<file path="config.mk">
export PLATFORM = sky130hd
export DESIGN_NAME = t10_keypad_scanner_flat
export DESIGN_NICKNAME = d
export VERILOG_FILES = /design/src/rtl/t10_keypad_pkg.sv /design/src/rtl/t10_keypad_if.sv /design/src/rtl/t10_sync2.sv /design/src/rtl/t10_keypad_scanner.sv /design/src/flat_wrapper.sv
export SDC_FILE = /design/constraint.sdc
export NUM_CORES = 1
export LEC_CHECK = 0
export BUFFER_PORTS_ARGS = -buffer_cell sky130_fd_sc_hd__buf_2
export CORE_UTILIZATION = 28
export DETAILED_ROUTE_END_ITERATION = 8
export GPL_TIMING_DRIVEN = 1
export PLACE_DENSITY = 0.54
export SLEW_MARGIN = 20
export SYNTH_ARGS = -nofsm -noshare
export SYNTH_HDL_FRONTEND = slang
export SYNTH_HIERARCHICAL = 1
export SYNTH_SLANG_ARGS = --single-unit
</file>
<file path="constraint.sdc">
create_clock -name clk -period 4.66 [get_ports clk]
set_input_delay 0.233 -clock clk [delete_from_list [all_inputs] [get_ports clk]]
set_output_delay 0.233 -clock clk [all_outputs]
set_load 0.03 [all_outputs]
</file>
<file path="src/rtl/t10_keypad_pkg.sv">
// Shared types and helpers for the t10 keypad scanner.
// Contents:
//   keypad_state_t - scanner FSM states
//   lowest_set_idx - index of the lowest set bit (row priority on multi-press)
//   onehot_to_idx  - binary index of a one-hot vector (column strobe)
// Both helpers take vectors up to MAX_W (8) bits, zero-extended by the caller.
package t10_keypad_pkg;

  typedef enum logic [1:0] {SCAN, DEBOUNCE, REPORT, RELEASE} keypad_state_t;

  localparam int MAX_W = 8;

  function automatic logic [2:0] lowest_set_idx(input logic [MAX_W-1:0] v);
    logic [2:0] idx;
    idx = '0;
    // Walk downward so the lowest set bit is the last one written.
    for (int i = MAX_W - 1; i >= 0; i--) begin
      if (v[i]) idx = 3'(i);
    end
    return idx;
  endfunction

  function automatic logic [2:0] onehot_to_idx(input logic [MAX_W-1:0] v);
    logic [2:0] idx;
    idx = '0;
    for (int i = 0; i < MAX_W; i++) begin
      if (v[i]) idx = idx | 3'(i);
    end
    return idx;
  endfunction

endpackage

</file>
<file path="src/rtl/t10_keypad_if.sv">
// Key-event handshake bundle between the scanner (master) and the
// downstream keypad FSM (slave).
// Signals:
//   key_valid - event available (master)
//   key_ready - consumer accepts event (slave)
//   key_code  - row_idx*COLS + col_idx
//   key_raw   - {latched_row, latched_col} snapshot
//   multi_key - more than one row bit was set in the latched snapshot
interface t10_keypad_if #(
  parameter int ROWS = 4,
  parameter int COLS = 4
);
  localparam int KW = $clog2(ROWS * COLS);

  logic                 key_valid;
  logic                 key_ready;
  logic [KW-1:0]        key_code;
  logic [ROWS+COLS-1:0] key_raw;
  logic                 multi_key;

  modport master (output key_valid, key_code, key_raw, multi_key, input key_ready);
  modport slave  (input key_valid, key_code, key_raw, multi_key, output key_ready);
endinterface

</file>
<file path="src/rtl/t10_sync2.sv">
// Parametrised-width two-flop synchroniser with asynchronous active-high reset.
// Ports:
//   clk, rst - clock and async active-high reset
//   d_i      - asynchronous input vector
//   q_o      - synchronised output (two clk cycles later)
module t10_sync2 #(
  parameter int W = 4
) (
  input  logic         clk,
  input  logic         rst,
  input  logic [W-1:0] d_i,
  output logic [W-1:0] q_o
);
  logic [W-1:0] meta_q;
  logic [W-1:0] sync_q;

  always_ff @(posedge clk or posedge rst) begin
    if (rst) begin
      meta_q <= '0;
      sync_q <= '0;
    end else begin
      meta_q <= d_i;
      sync_q <= meta_q;
    end
  end

  assign q_o = sync_q;
endmodule

</file>
<file path="src/rtl/t10_keypad_scanner.sv">
// Matrix keypad scanner: drives one-hot column strobes, synchronises and
// debounces the row inputs, and hands each debounced press to the consumer
// once over a valid/ready handshake.
// Ports:
//   clk, rst  - clock, asynchronous active-high reset
//   enable    - gates column advance and all debounce/release counting
//   read_row  - raw active-high row inputs (asynchronous)
//   scan_col  - one-hot active-high column drive
//   busy      - FSM is not in SCAN
//   kif       - key event handshake (master modport)
// Optional build macro: T10_KEYPAD_REPEAT_EN adds auto-repeat
// (parameters REPEAT_DELAY, REPEAT_RATE) while a key stays held.
module t10_keypad_scanner
  import t10_keypad_pkg::*;
#(
  parameter int ROWS            = 4,
  parameter int COLS            = 4,
  parameter int SCAN_DIV        = 4,
  parameter int DEBOUNCE_CYCLES = 8
`ifdef T10_KEYPAD_REPEAT_EN
  ,
  parameter int REPEAT_DELAY    = 500,
  parameter int REPEAT_RATE     = 100
`endif
) (
  input  logic            clk,
  input  logic            rst,
  input  logic            enable,
  input  logic [ROWS-1:0] read_row,
  output logic [COLS-1:0] scan_col,
  output logic            busy,
  t10_keypad_if.master    kif
);
  localparam int KW    = $clog2(ROWS * COLS);
  localparam int DIV_W = $clog2(SCAN_DIV);
  localparam int CNT_W = $clog2(DEBOUNCE_CYCLES + 1);
  localparam logic [DIV_W-1:0] DIV_LAST = DIV_W'(SCAN_DIV - 1);
  localparam logic [CNT_W-1:0] DEB_LAST = CNT_W'(DEBOUNCE_CYCLES - 1);

  keypad_state_t        state_q, state_d;
  logic [COLS-1:0]      scan_col_q, scan_col_d;
  logic [DIV_W-1:0]     div_cnt_q, div_cnt_d;
  logic [CNT_W-1:0]     deb_cnt_q, deb_cnt_d;
  logic [ROWS-1:0]      lat_row_q, lat_row_d;
  logic [COLS-1:0]      lat_col_q, lat_col_d;
  logic [KW-1:0]        code_q, code_d;
  logic [ROWS+COLS-1:0] raw_q, raw_d;
  logic                 multi_q, multi_d;

  logic [ROWS-1:0]      row_s;
  logic [COLS-1:0]      col_next;
  logic [2:0]           row_idx, col_idx;
  logic [KW-1:0]        code_calc;
  logic                 multi_calc;

  t10_sync2 #(.W(ROWS)) u_sync (
    .clk (clk),
    .rst (rst),
    .d_i (read_row),
    .q_o (row_s)
  );

  // Rotate right; bit 0 wraps to the top column.
  assign col_next   = {scan_col_q[0], scan_col_q[COLS-1:1]};
  assign row_idx    = lowest_set_idx(MAX_W'(lat_row_q));
  assign col_idx    = onehot_to_idx(MAX_W'(lat_col_q));
  assign code_calc  = KW'(int'(row_idx) * COLS + int'(col_idx));
  // x & (x-1) clears the lowest set bit; anything left means a second key.
  assign multi_calc = (lat_row_q & (lat_row_q - 1'b1)) != '0;

`ifdef T10_KEYPAD_REPEAT_EN
  localparam int RPT_W = $clog2(REPEAT_DELAY + REPEAT_RATE + 1);
  logic [RPT_W-1:0] rpt_cnt_q, rpt_cnt_d;
  logic             rpt_armed_q, rpt_armed_d;
  logic [RPT_W-1:0] rpt_last;
  // First repeat waits the long delay, later ones use the shorter rate.
  assign rpt_last = rpt_armed_q ? RPT_W'(REPEAT_RATE - 1) : RPT_W'(REPEAT_DELAY - 1);
`endif

  always_ff @(posedge clk or posedge rst) begin
    if (rst) begin
      state_q     <= SCAN;
      scan_col_q  <= '0;
      div_cnt_q   <= '0;
      deb_cnt_q   <= '0;
      lat_row_q   <= '0;
      lat_col_q   <= '0;
      code_q      <= '0;
      raw_q       <= '0;
      multi_q     <= 1'b0;
`ifdef T10_KEYPAD_REPEAT_EN
      rpt_cnt_q   <= '0;
      rpt_armed_q <= 1'b0;
`endif
    end else begin
      state_q     <= state_d;
      scan_col_q  <= scan_col_d;
      div_cnt_q   <= div_cnt_d;
      deb_cnt_q   <= deb_cnt_d;
      lat_row_q   <= lat_row_d;
      lat_col_q   <= lat_col_d;
      code_q      <= code_d;
      raw_q       <= raw_d;
      multi_q     <= multi_d;
`ifdef T10_KEYPAD_REPEAT_EN
      rpt_cnt_q   <= rpt_cnt_d;
      rpt_armed_q <= rpt_armed_d;
`endif
    end
  end

  always_comb begin
    state_d    = state_q;
    scan_col_d = scan_col_q;
    div_cnt_d  = div_cnt_q;
    deb_cnt_d  = deb_cnt_q;
    lat_row_d  = lat_row_q;
    lat_col_d  = lat_col_q;
    code_d     = code_q;
    raw_d      = raw_q;
    multi_d    = multi_q;
`ifdef T10_KEYPAD_REPEAT_EN
    rpt_cnt_d   = rpt_cnt_q;
    rpt_armed_d = rpt_armed_q;
`endif
    case (state_q)
      SCAN: begin
        if (enable) begin
          if (scan_col_q == '0) begin
            scan_col_d = {1'b1, {(COLS-1){1'b0}}};
            div_cnt_d  = '0;
          end else if (div_cnt_q == DIV_LAST) begin
            div_cnt_d = '0;
            // Sampling only at the end of the dwell lets the synchroniser
            // catch up with the newly driven column.
            if (row_s != '0) begin
              lat_row_d = row_s;
              lat_col_d = scan_col_q;
              deb_cnt_d = '0;
              state_d   = DEBOUNCE;
            end else begin
              scan_col_d = col_next;
            end
          end else begin
            div_cnt_d = div_cnt_q + 1'b1;
          end
        end
      end
      DEBOUNCE: begin
        if (enable) begin
          if (row_s == lat_row_q) begin
            if (deb_cnt_q == DEB_LAST) begin
              code_d  = code_calc;
              raw_d   = {lat_row_q, lat_col_q};
              multi_d = multi_calc;
              state_d = REPORT;
            end else begin
              deb_cnt_d = deb_cnt_q + 1'b1;
            end
          end else begin
            scan_col_d = col_next;
            div_cnt_d  = '0;
            state_d    = SCAN;
          end
        end
      end
      REPORT: begin
        if (kif.key_ready) begin
          deb_cnt_d = '0;
          state_d   = RELEASE;
`ifdef T10_KEYPAD_REPEAT_EN
          rpt_cnt_d = '0;
`endif
        end
      end
      RELEASE: begin
        if (enable) begin
          if (row_s == '0) begin
`ifdef T10_KEYPAD_REPEAT_EN
            rpt_cnt_d   = '0;
            rpt_armed_d = 1'b0;
`endif
            if (deb_cnt_q == DEB_LAST) begin
              scan_col_d = col_next;
              div_cnt_d  = '0;
              state_d    = SCAN;
            end else begin
              deb_cnt_d = deb_cnt_q + 1'b1;
            end
          end else begin
            deb_cnt_d = '0;
`ifdef T10_KEYPAD_REPEAT_EN
            if (row_s == lat_row_q) begin
              if (rpt_cnt_q == rpt_last) begin
                rpt_cnt_d   = '0;
                rpt_armed_d = 1'b1;
                state_d     = REPORT;
              end else begin
                rpt_cnt_d = rpt_cnt_q + 1'b1;
              end
            end else begin
              rpt_cnt_d = '0;
            end
`endif
          end
        end
      end
      default: state_d = SCAN;
    endcase
  end

  assign scan_col      = scan_col_q;
  assign busy          = (state_q != SCAN);
  assign kif.key_valid = (state_q == REPORT);
  assign kif.key_code  = code_q;
  assign kif.key_raw   = raw_q;
  assign kif.multi_key = multi_q;
endmodule

</file>
<file path="src/flat_wrapper.sv">
// flat-port wrapper written by rule: the top's interface ports become plain ports
module t10_keypad_scanner_flat import t10_keypad_pkg::*;
#(
  parameter int ROWS            = 4,
  parameter int COLS            = 4,
  parameter int SCAN_DIV        = 4,
  parameter int DEBOUNCE_CYCLES = 8

)
  (clk, rst, enable, read_row, scan_col, busy, kif_key_valid, kif_key_code, kif_key_raw, kif_multi_key, kif_key_ready);
  t10_keypad_if #(.ROWS(ROWS), .COLS(COLS)) kif_i ();
  input  logic clk;
  input  logic rst;
  input  logic enable;
  input  logic [ROWS-1:0] read_row;
  output logic [COLS-1:0] scan_col;
  output logic busy;
  output wire logic [$bits(kif_i.key_valid)-1:0] kif_key_valid;
  output wire logic [$bits(kif_i.key_code)-1:0] kif_key_code;
  output wire logic [$bits(kif_i.key_raw)-1:0] kif_key_raw;
  output wire logic [$bits(kif_i.multi_key)-1:0] kif_multi_key;
  input wire logic [$bits(kif_i.key_ready)-1:0] kif_key_ready;
  assign kif_key_valid = kif_i.key_valid;
  assign kif_key_code = kif_i.key_code;
  assign kif_key_raw = kif_i.key_raw;
  assign kif_multi_key = kif_i.multi_key;
  assign kif_i.key_ready = kif_key_ready;
  t10_keypad_scanner #(.ROWS(ROWS), .COLS(COLS), .SCAN_DIV(SCAN_DIV), .DEBOUNCE_CYCLES(DEBOUNCE_CYCLES)) u_core (.clk(clk), .rst(rst), .enable(enable), .read_row(read_row), .scan_col(scan_col), .busy(busy), .kif(kif_i));
endmodule
</file>
==> impl_metrics.json, run 1 <==
{
  "cts_tree": "built",
  "syn_nets": 163,
  "rsz0062_at_grt": "false",
  "whs_ns": 0.0380,
  "htreeDepth": 2,
  "combPwrFrac_pct": 28.7,
  "path_clk_slew_ns": 0.08,
  "yosysWarnings": 6,
  "slew_headroom_pct": 45.3,
  "min_path_type": "input pin to register",
  "power.density_nw_per_um2": 489,
  "busiest_layer": "met2",
  "power_frac_clock_pct": 21.5,
  "skew_ns": 0.00646,
  "crit_path_start_kind": "register",
  "fin_crit_ns": 2.02,
  "n_fill_cell": 639,
  "worstSetupPathType": "register to register",
  "hold_depth": 1,
  "use_met2_pct": 15.0,
  "drc": 0,
  "critPathRequiredTime_ns": 4.83,
  "nNetsFinal": 193,
  "period_share_pct": 43.3,
  "io_pins": 27,
  "num_rows": 29,
  "diodes": 0,
  "cp.arrival_ns": 2.19,
  "netlist_area_um2": 1840,
  "yosysSeqAreaShare_pct": 55.7,
  "slowest_stage": "or4_1",
  "worstSkewPairLatency_ns": 0.29,
  "use_met3_pct": 3.08,
  "synth_area_per_cell_um2": 12.0,
  "areaGrowthSynthToFinish_pct": 16.2,
  "wl_per_cell_um": 12.5,
  "finalSetupViolations": 0,
  "ys_types": 41,
  "initial_core_util_pct": 29.0,
  "reg2reg_from": "u_core/u_sync/q_o[0]",
  "tightest_slew_ns": 0.813,
  "grt_start_max_net_pins": 34,
  "globalplace.congestion": 0.733,
  "drive_gt1_share_pct": 31.0,
  "grt_pass1_wl_mm": 5.75,
  "ys_seq_elements": 41,
  "clock.fmax_ghz": 0.496,
  "antenna_found_initial": 0,
  "portBuffers": 26,
  "finalMaxSlewViolations": 0,
  "drtPass1Iterations": 4,
  "placeableCoreArea_um2": 6350,
  "dp_hpwl_mm": 2.36,
  "hold_violations": 0,
  "status": "finished, final reports clean",
  "p_sw_share_pct": 36.5,
  "timing.setup.tns_ns": 0,
  "maxCapViolations": 0,
  "vias": 1206,
  "grt_pass1_vias": 1173,
  "drt_iter0_markers": 63,
  "ir_drop_mv": 0.188,
  "holdCritStartpoint": "read_row[0]",
  "crit_start": "u_core/u_sync/q_o[0]",
  "grt_usage_pct": 10.5,
  "rr_worst_depth": 5,
  "end_kind": "register",
  "globalRouteMet1Util_pct": 14.8,
  "clock-sinks": 41,
  "slowest_delay_ns": 0.60,
  "numCtsBuffers": 5,
  "p_sw_uw": 382,
  "ant_nets": 0,
  "overflow": 0,
  "crit_chain": "or4_1, nor3_2, o21ai_1, nor2_4, mux2_1",
  "seq_power_share_pct": 49.8,
  "die_h_um": 83.1,
  "routed_wl_mm": 3.27,
  "syn_inst": 153,
  "die-area_um2": 6900,
  "path_max_fanout": 4,
  "intPower_uw": 664,
  "die_w_um": 83.1,
  "root_buffer": "clkbuf_8",
  "p_leak_uw": 0.00104,
  "clockBufferDepth": 2,
  "cts_resized": 0,
  "viasPerCell": 4.62
}
final timing paths:
check	end	slack, ns
worst max-delay path	u_core/scan_col[1]	2.64
worst min-delay path	u_core/u_sync/meta_q[0]	0.04
worst max register to register	u_core/scan_col[1]	2.64
worst min register to register	u_core/u_sync/q_o[2]	0.35
max in group asynchronous	u_core/scan_col[1]	3.77
min in group asynchronous	u_core/u_sync/meta_q[0]	0.42
worst max-delay path: cells and delay by family, from the launching register on:
kind	cells	cell delay, ns
muxes	1	0.34
and+or+nand+nor	3	1.01
DFF	1	0.42
AOI/OAI and AO/OA	1	0.12
per-layer routing:
metal  vias to the layer above  wire length (um)
met2                        29              1400
met4                         0                64
met5                         -                 0
li1                        598                 -
met1                       570              1650
met3                         9               153
power groups by stage:
stage / Sequential [uW] / Clock [uW] / Combinational, uW
final: 521 / 224 / 300
after global routing: 540 / 251 / 334
after CTS: 521 / 235 / 305
after detailed placement: 529 / 0 / 303
after global placement: 527 / 0 / 304
after floorplan: 529 / 0 / 219
per-stage QoR:
stage / setup slack, ns / instance area, um^2 / cells / util, % / total power, uW
6_report: 2.64 / 2140 / 261 / 33.7 / 1050
3_5_place_dp: 2.67 / 2040 / 252 / 32.2 / 832
2_1_floorplan: 2.75 / 1840 / 153 / - / 748
4_1_cts: 2.63 / 2140 / 261 / 33.7 / 1060
3_3_place_gp: 2.66 / 2040 / 252 / 32.2 / 831
5_1_grt: 2.55 / 2140 / 261 / 33.7 / 1130
placed cells by master (no fill, tap or decap), types with 2 or more instances in the layout:
cell type	Yosys	layout
xnor2_1	4	4
clkbuf_1	1	2
o21ai_0	7	7
nand2_1	20	20
dfrtp_1	41	41
or4_1	2	2
mux2_2	8	8
a21oi_1	8	8
mux2_4	7	7
buf_2	3	26
clkbuf_8	0	5
inv_1	7	7
nand3_1	2	2
o31ai_1	2	2
nand3b_1	2	2
nor2b_1	2	2
mux2_1	3	3
ha_1	2	2
nor2_1	6	6
nor3_1	3	3
or3_1	2	2
cell type report:
cell class | count | area, um^2 | share of cell area, %
sequential | 41 | 1030 | 48.0
clock inverter | 1 | 7.51 | 0.351
inverter | 7 | 26.3 | 1.23
multi-input combinational | 100 | 758 | 35.5
tap | 77 | 96.3 | 4.51
timing repair buffer | 28 | 148 | 6.90
clock buffer | 7 | 76.3 | 3.57
registers in the layout, summed over array words and instances (netlist names), named ones only:
register / flops
u_core/scan_col: 4
u_core/kif.key_code: 4
u_core/div_cnt_q: 2
u_core/deb_cnt_q: 4
u_core/lat_row_q: 4
u_core/kif.multi_key: 1
u_core/lat_col_q: 4
u_core/u_sync/q_o: 4
u_core/kif.key_raw: 8
u_core/u_sync/meta_q: 4
u_core/state_q: 1
cell usage after synthesis (all sizes together):
master,number,area share (%)
or4,3,1.4
or2,1,0.34
mux2,18,12
o311a,1,0.54
o21ai,8,2.2
o31ai,2,0.82
nor4,3,2.2
nand3b,2,0.82
ha,2,1.4
clkbuf,1,0.20
a21oi,8,2.2
nand2b,1,0.34
nor3,4,1.4
a211o,1,0.48
o41ai,1,0.88
nand4,1,0.68
or3,2,0.68
nand3,2,0.54
o211ai,1,0.68
mux2i,1,0.54
nand2,20,4.1
buf,4,1.4
dfrtp,41,56
maj3,1,0.54
inv,7,1.4
a32o,1,0.54
a22o,1,0.48
and3,1,0.34
nor2b,2,0.68
xnor2,4,1.9
o22ai,1,0.34
nor2,7,1.8
what timing repair did:
action / CTS / global route
hold buffers: 1 / 0
buffers inserted: 0 / 0
hold endpoints to repair: 8 / 0
setup endpoints to repair: 0 / 0
cell families after synthesis:
logic type,share of synthesized area [%]
AND/OR/NAND/NOR,15.3
flip-flops,55.7
AO/OA/AOI/OAI,9.11
multiplexers,13.0
buffers and inverters,3.06
XOR/XNOR,1.90
adder cells (fa/ha/maj),1.90
Power figures use the tool's default switching activity.
==> run 2, diff against run 1 <==
==> constraint.sdc (replaced) <==
create_clock -name clk -period 2.1 [get_ports clk]
set_input_delay 0.105 -clock clk [delete_from_list [all_inputs] [get_ports clk]]
set_output_delay 0.105 -clock clk [all_outputs]
set_load 0.03 [all_outputs]
==> run 2 against run 1 <==
Die area unchanged. Register-to-register slack got worse by 2.5 ns. Hold slack improved by 0.18 ns. Utilization increased by 2.3 points. Global-route usage decreased by 0.090 points. Routed wire length about the same. Combinational power increased to 2.7 times the previous value. Clock power increased to 2.9 times the previous value. Via count increased by 3.8%. Sequential power increased by 110%. First-iteration DRC count decreased by 11%. Clock skew about the same.
==> impl_metrics.json, run 2 (synthesis gave the netlist of run 1 again) <==
{
  "globalplace.congestion": 0.713,
  "ir_drop_mv": 0.455,
  "hold_depth": 4,
  "vias": 1252,
  "p_sw_uw": 853,
  "path_max_fanout": 4,
  "ff2ff_setup_slack_ns": 0.14,
  "fin_crit_ns": 1.96,
  "n_fill_cell": 633,
  "root_buffer": "clkbuf_8",
  "maxCapViolations": 0,
  "die-area_um2": 6900,
  "placeableCoreArea_um2": 6350,
  "ant_nets": 0,
  "whs_ns": 0.215,
  "reg2reg_from": "u_core/u_sync/q_o[0]",
  "power_frac_clock_pct": 25.1,
  "rr_worst_depth": 5,
  "io_pins": 27,
  "end_kind": "register",
  "rsz0062_at_grt": "false",
  "drc": 0,
  "nNetsFinal": 207,
  "drtPass1Iterations": 4,
  "layout_common_cells": "41 x dfrtp_1, 26 x buf_2, 20 x nand2_1",
  "viasPerCell": 4.55,
  "antenna_found_initial": 0,
  "crit_path_start_kind": "register",
  "cts_tree": "built",
  "tightest_slew_ns": 0.433,
  "holdCritStartpoint": "kif_key_ready",
  "status": "finished, final reports clean",
  "timing.rr.end": "u_core/scan_col[0]",
  "seq_power_share_pct": 43.2,
  "critPathRequiredTime_ns": 2.27,
  "p_leak_uw": 0.00112,
  "drive_gt1_share_pct": 34.3,
  "grt_start_max_net_pins": 34,
  "path_clk_slew_ns": 0.08,
  "die_h_um": 83.1,
  "skew_ns": 0.00690,
  "wl_per_cell_um": 11.9,
  "clock-sinks": 41,
  "period_share_pct": 93.4,
  "clock.fmax_ghz": 0.510,
  "overflow": 0,
  "initial_core_util_pct": 29.0,
  "largest_reg_flops": 8,
  "dp_hpwl_mm": 2.35,
  "timing.setup.tns_ns": 0,
  "grt_pass1_wl_mm": 5.69,
  "setup_slack_ns": 0.139,
  "p_sw_share_pct": 33.3,
  "numCtsBuffers": 5,
  "cp.arrival_ns": 2.13,
  "htreeDepth": 2,
  "intPower_uw": 1710,
  "num_rows": 29,
  "power.density_nw_per_um2": 1120,
  "finalMaxSlewViolations": 0,
  "finalSetupViolations": 0,
  "final_cells": 275,
  "dp_cells": 262,
  "slew_headroom_pct": 71.1,
  "grt_usage_pct": 10.4,
  "worstSkewPairLatency_ns": 0.29,
  "grt_pass1_vias": 1166,
  "diodes": 0,
  "clockBufferDepth": 2,
  "hold_violations": 0,
  "drt_iter0_markers": 56,
  "post-place-ws_ns": 0.139,
  "layout_commonest_cell": "dfrtp_1",
  "areaGrowthSynthToFinish_pct": 24.2,
  "multi_input_area_um2": 758,
  "routed_wl_mm": 3.27,
  "worstSetupPathType": "register to register",
  "fin_util_pct": 36.0,
  "portBuffers": 26,
  "die_w_um": 83.1,
  "combPwrFrac_pct": 31.7,
  "seqCellArea_um2": 1030,
  "min_path_type": "input pin to register",
  "min_to": "u_core/state_q[0]"
}
==> run 2: metal layers <==
metal	track usage (%)	part of all wire [%]
met5	0	0
met4	4.23	1.3
met2	14.2	43
met3	3.98	5.7
met1	14.8	50
==> run 2: power groups by stage <==
stage / logic (uW) / clock network, uW / registers, uW
2_1_floorplan: 486 / 0 / 1170
3_3_place_gp: 808 / 0 / 1130
3_5_place_dp: 811 / 0 / 1130
4_1_cts: 821 / 672 / 1110
5_1_grt: 900 / 704 / 1150
6_report: 811 / 642 / 1110
==> run 2: critical path, cell delays in order (launching register included) <==
cell     delay, ns
dfrtp_1       0.42
or4_1         0.60
nor3_2        0.23
o21ai_1       0.11
nor2_4        0.15
mux2_1        0.34
==> run 2: worst max path at each step <==
stage	cells past startpoint	end	slack [ns]	startpoint
final	5	u_core/scan_col[0]	0.14	u_core/u_sync/q_o[0]
after detailed placement	5	u_core/scan_col[2]	0.14	u_core/u_sync/q_o[0]
after CTS	5	u_core/scan_col[2]	0.13	u_core/u_sync/q_o[0]
after global placement	5	u_core/scan_col[0]	0.16	u_core/u_sync/q_o[0]
after global routing	5	u_core/scan_col[0]	0.04	u_core/u_sync/q_o[0]
after floorplan	6	u_core/deb_cnt_q[0]	0.19	u_core/scan_col[3]
==> run 2: what timing repair did <==
item | 4_1_cts | 5_1_grt
hold endpoints to repair | 45 | 0
gates resized for setup | 0 | 0
buffers inserted | 0 | 0
hold buffers | 5 | 0
==> run 2: metrics by stage <==
step | power (uW) | instance area, um^2
floorplan | 1660 | 1840
detailed placement | 1940 | 2120
global placement | 1940 | 2120
finish | 2560 | 2290
CTS | 2610 | 2290
global route | 2750 | 2290
==> run 2: layout make-up <==
cell class / count / area share, %
flip-flops and latches: 41 / 44.9
multi-input cells: 100 / 33.2
repair buffers: 42 / 11.5
well taps: 77 / 4.21
clock buffers: 7 / 3.78
clock inverters: 1 / 1.31
inverters: 7 / 1.15
